**src/rtl/insert_coin_pkg.sv**
```systemverilog
// ----------------------------------------------------------------------------
// insert_coin_pkg
//   Shared definitions for the coin-insertion stage of the ticket vending
//   machine: FSM state encoding, coin-unit width and the legal coin codes.
// ----------------------------------------------------------------------------
package insert_coin_pkg;

    // Width of a coin code and of the credit register, in coin units.
    localparam int COIN_W = 8;

    typedef enum logic [1:0] {
        IDLE  = 2'd0,
        ACCUM = 2'd1,
        DONE  = 2'd2
    } state_t;

    // Coin codes. A legal code's numeric value is its worth in coin units.
    localparam logic [COIN_W-1:0] COIN_NONE = 8'h00;
    localparam logic [COIN_W-1:0] COIN_1    = 8'h01;
    localparam logic [COIN_W-1:0] COIN_2    = 8'h02;
    localparam logic [COIN_W-1:0] COIN_4    = 8'h04;
    localparam logic [COIN_W-1:0] COIN_8    = 8'h08;
    localparam logic [COIN_W-1:0] COIN_16   = 8'h10;

endpackage

```
**src/rtl/insert_coin_decode.sv**
```systemverilog
// ----------------------------------------------------------------------------
// insert_coin_decode
//   Classifies a raw coin code.
//   Ports:
//     coin_in  in   8  raw coin code
//     legal    out  1  coin_in is one of the legal codes
//     value    out  8  worth of the coin in coin units, 0 when not legal
// ----------------------------------------------------------------------------
module insert_coin_decode
    import insert_coin_pkg::*;
(
    input  logic [COIN_W-1:0] coin_in,
    output logic              legal,
    output logic [COIN_W-1:0] value
);

    // A case statement matches items exactly, so an X/Z bit in coin_in falls
    // through to the default arm and never produces credit.
    always_comb begin
        // NOTE: every combinational output gets a default before the case so
        // no path leaves it unassigned, which would infer a latch.
        legal = 1'b0;
        value = COIN_NONE;
        case (coin_in)
            COIN_1, COIN_2, COIN_4, COIN_8, COIN_16: begin
                legal = 1'b1;
                value = coin_in;
            end
            default: ;
        endcase
    end

endmodule

```
**src/rtl/insert_coin.sv**
```systemverilog
// ----------------------------------------------------------------------------
// insert_coin
//   Coin-insertion stage of the ticket vending machine. Accumulates credit
//   from coin events and flags completion once credit reaches PRICE.
//   Parameters:
//     PRICE    credit needed to complete the stage, 1..255
//     TIMEOUT  idle cycles in ACCUM before credit is abandoned, >= 2
//   Ports:
//     clk         in   1  clock, all logic on posedge
//     rst         in   1  synchronous active-high reset
//     coin_in     in   8  coin code, 8'h00 = no coin
//     state_cmp3  out  1  stage complete, level, held until reset
//     out_RDY3    out  1  one-cycle strobe on the cycle after entering DONE
//     DATA_out3   out  8  accumulated credit in coin units
// ----------------------------------------------------------------------------
module insert_coin
    import insert_coin_pkg::*;
#(
    parameter int PRICE   = 5,
    parameter int TIMEOUT = 16
) (
    input  logic              clk,
    input  logic              rst,
    input  logic [COIN_W-1:0] coin_in,
    output logic              state_cmp3,
    output logic              out_RDY3,
    output logic [COIN_W-1:0] DATA_out3
);

    localparam int                TIMER_W    = $clog2(TIMEOUT);
    localparam logic [TIMER_W-1:0] TIMER_LAST = TIMER_W'(TIMEOUT - 1);
    localparam logic [COIN_W-1:0]  PRICE_C    = COIN_W'(PRICE);

    state_t              state,  state_nxt;
    logic [COIN_W-1:0]   credit, credit_nxt;
    logic [TIMER_W-1:0]  timer,  timer_nxt;
    logic [COIN_W-1:0]   coin_prev;

    logic                legal;
    logic [COIN_W-1:0]   value;
    logic                coin_event;
    logic [COIN_W:0]     sum;
    logic [COIN_W-1:0]   credit_sat;

    insert_coin_decode u_decode (
        .coin_in (coin_in),
        .legal   (legal),
        .value   (value)
    );

    // A coin counts only on its first cycle after a cycle with no legal coin,
    // so a held code counts once and a legal->legal change counts not at all.
    assign coin_event = legal && (coin_prev == COIN_NONE);

    // Extra carry bit detects overflow so credit saturates at all-ones.
    assign sum        = {1'b0, credit} + {1'b0, value};
    assign credit_sat = sum[COIN_W] ? {COIN_W{1'b1}} : sum[COIN_W-1:0];

    always_comb begin
        state_nxt  = state;
        credit_nxt = credit;
        timer_nxt  = timer;
        case (state)
            IDLE: begin
                if (coin_event) begin
                    credit_nxt = value;
                    timer_nxt  = '0;
                    state_nxt  = (value >= PRICE_C) ? DONE : ACCUM;
                end
            end
            ACCUM: begin
                if (coin_event) begin
                    credit_nxt = credit_sat;
                    timer_nxt  = '0;
                    if (credit_sat >= PRICE_C) state_nxt = DONE;
                end else if (timer == TIMER_LAST) begin
                    // Customer walked away: abandon the partial credit.
                    credit_nxt = '0;
                    timer_nxt  = '0;
                    state_nxt  = IDLE;
                end else begin
                    timer_nxt = timer + 1'b1;
                end
            end
            DONE: ;  // coins ignored, left only through reset
            default: state_nxt = IDLE;
        endcase
    end

    always_ff @(posedge clk) begin
        // NOTE: sequential state uses non-blocking assignments so every
        // register samples pre-edge values regardless of statement order.
        if (rst) begin
            state      <= IDLE;
            credit     <= '0;
            timer      <= '0;
            coin_prev  <= '0;
            state_cmp3 <= 1'b0;
            out_RDY3   <= 1'b0;
        end else begin
            state      <= state_nxt;
            credit     <= credit_nxt;
            timer      <= timer_nxt;
            coin_prev  <= value;  // illegal codes are stored as no coin
            state_cmp3 <= (state_nxt == DONE);
            out_RDY3   <= (state_nxt == DONE) && (state != DONE);
        end
    end

    assign DATA_out3 = credit;

endmodule

```
**config.mk**
```make
export PLATFORM = sky130hd
export DESIGN_NAME = insert_coin
export DESIGN_NICKNAME = d
export VERILOG_FILES = /design/src/rtl/insert_coin_pkg.sv /design/src/rtl/insert_coin_decode.sv /design/src/rtl/insert_coin.sv
export SDC_FILE = /design/constraint.sdc
export NUM_CORES = 1
export LEC_CHECK = 0
export CORE_MARGIN = 2
export CORE_UTILIZATION = 59
export CTS_BUF_LIST = sky130_fd_sc_hd__clkbuf_16
export CTS_CLUSTER_SIZE = 16
export DETAILED_ROUTE_END_ITERATION = 16
export PLACE_DENSITY_LB_ADDON = 0.25
export SLEW_MARGIN = 20
export SYNTH_ARGS = -nofsm -noshare
export SYNTH_HDL_FRONTEND = slang
export SYNTH_SLANG_ARGS = --single-unit
export TNS_END_PERCENT = 100
```
**constraint.sdc**
```tcl
create_clock -name clk -period 10.5 [get_ports clk]
set_clock_uncertainty 0.2 [all_clocks]
set_input_delay 3.15 -clock clk [delete_from_list [all_inputs] [get_ports clk]]
set_output_delay 3.15 -clock clk [all_outputs]
set_load 0.02 [all_outputs]
```
=== After elaboration in Yosys (flattened, before gate mapping) ===
Index checks and enable logic that the tools add are counted.

* Bits in latches: 0
* Memories: 0
* Bits of input ports: 10
* Output and inout bits: 10
* RAM bits: 0
* Register bits: 24
* Bits in read-only memories: 0
* Word-level logic and storage cells: 47

* Muxes and demuxes: 17
* Div/mod/pow operators: 0
* $add $sub $neg: 2
* Multiply operators: 0
* Bitwise logic cells: 0
* Order comparisons: 2
* Shift operators: 0
* Equality and inequality tests: 12
* Reductions and logical operators: 8

{| class="wikitable"
|+ Operators with widths
! operator !! number
|-
| 8-bit 2-to-1 mux || 5
|-
| 8-bit by 3-bit greater-or-equal comparator with 1-bit output (second input constant) || 2
|-
| 8-bit one-hot mux with 2 select lines || 1
|-
| 4-bit 2-to-1 mux || 3
|-
| 2-bit 2-to-1 mux || 5
|-
| 8-bit by 8-bit adder with 9-bit output || 1
|-
| 8-bit by 1-bit == test with 1-bit output (second input constant) || 1
|-
| 8-bit by 2-bit == test with 1-bit output (second input constant) || 1
|-
| 8-bit by 3-bit == test with 1-bit output (second input constant) || 1
|-
| 8-bit by 4-bit == test with 1-bit output (second input constant) || 1
|-
| 8-bit by 5-bit == test with 1-bit output (second input constant) || 1
|-
| 8-bit zero test || 1
|-
| 4-bit one-hot mux with 2 select lines || 1
|-
| 2-bit one-hot mux with 3 select lines || 1
|-
| 5-bit OR reduction || 1
|-
| 4-bit by 1-bit adder with 4-bit output (second input constant) || 1
|-
| 2-bit == test (second input constant) || 2
|-
| 4-bit == test (second input constant) || 1
|-
| 2-bit inequality test (second input constant) || 2
|-
| 3-bit inequality test (second input constant) || 1
|-
| 3-bit AND reduction || 1
|-
| 2-bit by 1-bit == test with 1-bit output (second input constant) || 1
|-
| 1-bit logical AND || 2
|-
| 2-bit zero test || 1
|-
| 3 further kinds || 3
|}

=== Logic depth before layout (Yosys ltp) ===
* Depth after elaboration: 11
* Depth in mapped cells: 12
* Depth with buffers taken out: 12

=== Cells and area by module ===
Synthesis repeated with hierarchy kept, for this count alone.

* Cells, all modules: 191
* Area, all modules: 1,544.0 um^2

{| class="wikitable"
|+ By module, submodules not included
! module !! times used !! seq. area each (um^2) !! area each (um^2) !! cells each
|-
| insert_coin || 1 || 480.5 || 1,392.6 || 168
|-
| insert_coin_decode || 1 || 0.0 || 151.4 || 23
|}

=== Least setup slack after synthesis ===
OpenSTA, ideal clock, no wires.

* Kind: input -> register
* Start: input coin_in[5]
* End: register state[0]
* Library setup time: 0.086 ns
* Path slack: 4.321 ns
* Cell stages on the path: 11
* Data required time: 10.214 ns
* Buffers on the path: 0
* Data arrival time: 5.894 ns
* Cell sequence: or3_1 nor2_1 nand2_1 inv_1 ha_1 a211oi_4 nor3b_1 mux2_1 or3_4 or4_1 a211oi_1

* Longest elaborated chain between the ends: 9
* Elaborated cells on any way between the ends: 18
* Those cells by class: add/sub: 1; order compare: 2; eq/ne: 5; mux: 8; reduce/logical: 2

{| class="wikitable"
|+ Ends and longest elaborated chain
! what !! RTL line !! text
|-
| from (decl) || insert_coin.sv:24 || <nowiki>input logic [COIN_W-1:0] coin_in,</nowiki>
|-
| 8-bit by 1-bit == test with 1-bit output, or another cell as far along || insert_coin_decode.sv:24 || <nowiki>case (coin_in)</nowiki>
|-
| 5-bit OR reduction (*) || insert_coin_decode.sv:24 ||
|-
| 8-bit 2-to-1 mux (*) || insert_coin_decode.sv:24 ||
|-
| net u_decode.value[1] || insert_coin_decode.sv:14 || <nowiki>output logic [COIN_W-1:0] value</nowiki>
|-
| 8-bit by 8-bit adder with 9-bit output || insert_coin.sv:56 || <nowiki>assign sum = {1'b0, credit} + {1'b0, value};</nowiki>
|-
| 8-bit 2-to-1 mux || insert_coin.sv:57 || <nowiki>assign credit_sat = sum[COIN_W] ? {COIN_W{1'b1}} : sum[COIN_W-1:0];</nowiki>
|-
| 8-bit by 3-bit greater-or-equal comparator with 1-bit output || insert_coin.sv:75 || <nowiki>if (credit_sat >= PRICE_C) state_nxt = DONE;</nowiki>
|-
| 2-bit 2-to-1 mux || insert_coin.sv:75 ||
|-
| 2-bit 2-to-1 mux || insert_coin.sv:72 || <nowiki>if (coin_event) begin</nowiki>
|-
| 2-bit one-hot mux with 3 select lines (*) || insert_coin.sv:63 || <nowiki>case (state)</nowiki>
|-
| to (signal assigned) || insert_coin.sv:101 || <nowiki>state <= state_nxt;</nowiki>
|-
| to (decl) || insert_coin.sv:34 || <nowiki>state_t state, state_nxt;</nowiki>
|}

The timed path passes the listed nets; every way through them passes the cells marked *.
A chain may end at the register's enable or synchronous reset.

=== Final worst setup path ===
Same ends and word-level chain as after synthesis.

==> results by group <==
Status
  • Status: completed

Clock network
  • Clock-pin slew on the worst setup and hold paths: ~60 ps
  • CTS Sinks: 24
  • Clock Path Buffers: 2
  • CTS tree: built
  • Cts bufs inserted: 3
  • # hold bufs at CTS: 0
  • Setup Fix Bufs, Post-CTS: 0
  • CTS HTree Levels: 1
  • Number of gates resized after cts: 0
  • Root Driver: clkbuf_16
  • Clk_lat worst skew: around 260 ps

Detailed routing
  • DRC: 0
  • DR pass1 iterations: 4
  • DR vias: ~1500
  • Drt via density: roughly 6.3
  • Post-route ant nets: 0
  • Initial drt markers: 69
  • WL/cell: approximately 16 microns
  • Routed WL: 3860 microns

Layout
  • NumNets Final: between 200 and 250
  • Utilization after layout: 0.745
  • Ant. Diodes: 0
  • Layout cell share with drive strength beyond 1: 0.0817
  • Finished Layout Cells: 238
  • Area growth syn-to-layout: 19.1%

Timing
  • Crit path time final: about 6800 ps
  • Setup TNS Final: 0 ps
  • Hold WS: roughly 290 ps
  • Unrepaired setup endpoints after global routing: false
  • Max Slew Vio Count: 0
  • Period Utilization, post-route: 0.650
  • Final setup violation count: 0
  • Worst rel slew slack: 0.464
  • Final hold vios: 0
  • Peak Freq: between 100 and 150 MHz
  • Slew @ Worst Pin: between 800 and 900 ps

Placed design
  • GP Congestion: between 0.9 and 1
  • HPWL after DPL: between 2000 and 3000 microns
  • Placed cell count: 234
  • Number of buffers added on ports: 19

Setup path
  • Worst setup EP type: register
  • Setup Crit Path Kind: input port to register
  • CP max-delay cell: or4_1
  • Critical path fanouts, max: 6
  • Slowest stage delay, CP: about 500 ps
  • Worst flop-to-flop path endpoint: state[0]
  • Startpoint types: input port
  • CP Cell Sequence: clkdlybuf4s50_1 -> or3_1 -> nor2_1 -> nand4b_1 -> inv_1 -> ha_1 -> o21ai_0 -> nor4b_1 -> nor4_1 -> nand4b_1 -> or4_1 -> a211oi_1
  • R2r setup slk: approximately 7300 ps
  • Most Frequent Cell on Critical Path: nand4b_1
  • Reg2Reg Depth: 8
  • Req. time, crit path: 10460 ps
  • Worst Path Arrival: ~6800 ps
  • Worst r2r src: DATA_out3[0]

Synth
  • Sequential fraction of the synthesis area: 0.307
  • Cell with the most instances after synthesis: nor2_1
  • EDFF count, synth: 0
  • Largest family of logic cells by synthesized area: simple AND/OR/NAND/NOR gates
  • Asr flop ratio synth: 0
  • Compound-Gate Fraction of Synth Area: 0.244
  • Synth Cell Area: around 0.0016 sq mm
  • Cells after synthesis: 187
  • Commonest cells in the netlist: nor2_1, dfxtp_1, nand2_1, a21oi_1, ha_1
  • Xor/xnor share of the synthesized area: 0.0112
  • Synthesized-area fraction occupied by adder cells: 0.0849
  • Cell taking the most area after synthesis: dfxtp_1
  • Top FF cell, synth: dfxtp_1
  • Mean post-synth cell area: 8.36 sq um
  • Synth area leaders: dfxtp_1, ha_1, nor2_1, nand2_1, a21oi_1
  • Simple-gate share of the synthesized area: 0.283
  • Mux cell area share after synthesis: 0.0136
  • Post-synthesis cell type count: 51
  • Share of Yosys cell area claimed by the top area cell type: 0.307
  • FF+latch count, synth: 24
  • Ys Warns: 0

Floorplan
  • Full die area: 0.00308 sq mm
  • I/O pins: 20
  • Die Y: 55.5 microns
  • Die X: roughly 55 microns
  • Cell Rows: 18
  • Area of the core: around 0.0025 sq mm
  • Initial Util: 0.625

Min path
  • Hold Path End: timer[3]
  • HP Class: register to register
  • Worst hold start: timer[3]
  • Worst hold stages: 2

Global route
  • Largest net degree at the start of global routing: 23
  • Initial antenna violation count: 0
  • Tot GR Track Use: 0.261
  • First-pass GRT wire length: ~6400 microns
  • Vias in the first global route: between 1000 and 1500
  • Gr ovfl total: 0

Pwr
  • Sw frac: 0.195
  • Internal: between 0.15 and 0.2 mW
  • Peak supply drop: around 0.00012 V
  • NetSw: about 0.042 mW
  • Flop pwr share: 0.424
  • Clock power share: 0.504
  • Power per cell area: ~120 mW/mm^2
  • P_leak: around 0.73 nW
  • Combinational Power Share: 0.071

Flow run
  • Max-Cap Viols: 0
worst max-delay path by stage:
stage                     from        to  slack (ps)  cells past startpoint
finish              coin_in[5]  state[0]        3680                     12
global route        coin_in[5]  state[0]        3460                     12
floorplan           coin_in[5]  state[0]        4320                     11
detailed placement  coin_in[5]  state[0]        3570                     12
global placement    coin_in[5]  state[0]        3640                     12
CTS                 coin_in[5]  state[0]        3750                     12
power groups by stage:
| stage | registers, mW | logic (mW) | clock network, mW |
|---|---|---|---|
| after global routing | 0.0920 | 0.0169 | 0.113 |
| after detailed placement | 0.0941 | 0.0151 | 0 |
| after global placement | 0.0940 | 0.0143 | 0 |
| after CTS | 0.0920 | 0.0152 | 0.109 |
| after floorplan | 0.0940 | 0.00916 | 0 |
| final | 0.0920 | 0.0155 | 0.109 |
per-layer routing:
layer / track usage / wire length (microns) / vias up
met2: 0.439 / 1880 / 49
met4: 0.153 / 146 / 0
li1: - / - / 739
met1: 0.314 / 1670 / 694
met3: 0.0351 / 162 / 12
met5: 0 / 0 / -
area by class of cell:
cell class,instances,area (sq um)
repair buffers,19,190
flip-flops and latches,24,480
well taps,30,37.5
fillers,185,638
clock inverters,1,30.0
clock buffers,3,75.1
inverters,8,30.0
multi-input cells,153,1020
registers in the layout, summed over array words and instances (netlist names):
signal / count
coin_prev: 8
state_cmp3: 1
state: 2
timer: 4
DATA_out3: 8
out_RDY3: 1
layout by cell type (no fill, tap or decap), drive strengths merged, types with 4 or more instances in the layout:
cell,n
a21oi,9
o21ai,10
nand2,15
nor3,7
dfxtp,24
a211oi,6
a31oi,5
inv,8
clkdlybuf4s50,19
conb,6
ha,9
nand3,4
nor2,25
nor4,5
critical path: cells and delay by family:
kind                       cells  cell delay, ps
AOI/OAI and AO/OA              2             710
adders and majority gates      1             290
buffers and inverters          2             560
and+or+nand+nor                7            2070
kinds of logic (layout without fill, tap and decap cells):
group	count (synthesis)	count (layout)
compound gates	50	50
xor+xnor	2	2
fa+ha+maj	10	10
buf+inv	15	31
flops	24	24
mux	2	2
other cells	1	6
simple gates	83	83
metrics by stage:
step / instance area [sq um] / power, mW / worst slack, ps
after floorplan: 1580 / 0.103 / 4320
after global placement: 1760 / 0.108 / 3640
after detailed placement: 1760 / 0.109 / 3570
after CTS: 1860 / 0.216 / 3750
after global routing: 1860 / 0.222 / 3460
final: 1860 / 0.217 / 3680
Power figures use the tool's default switching activity.
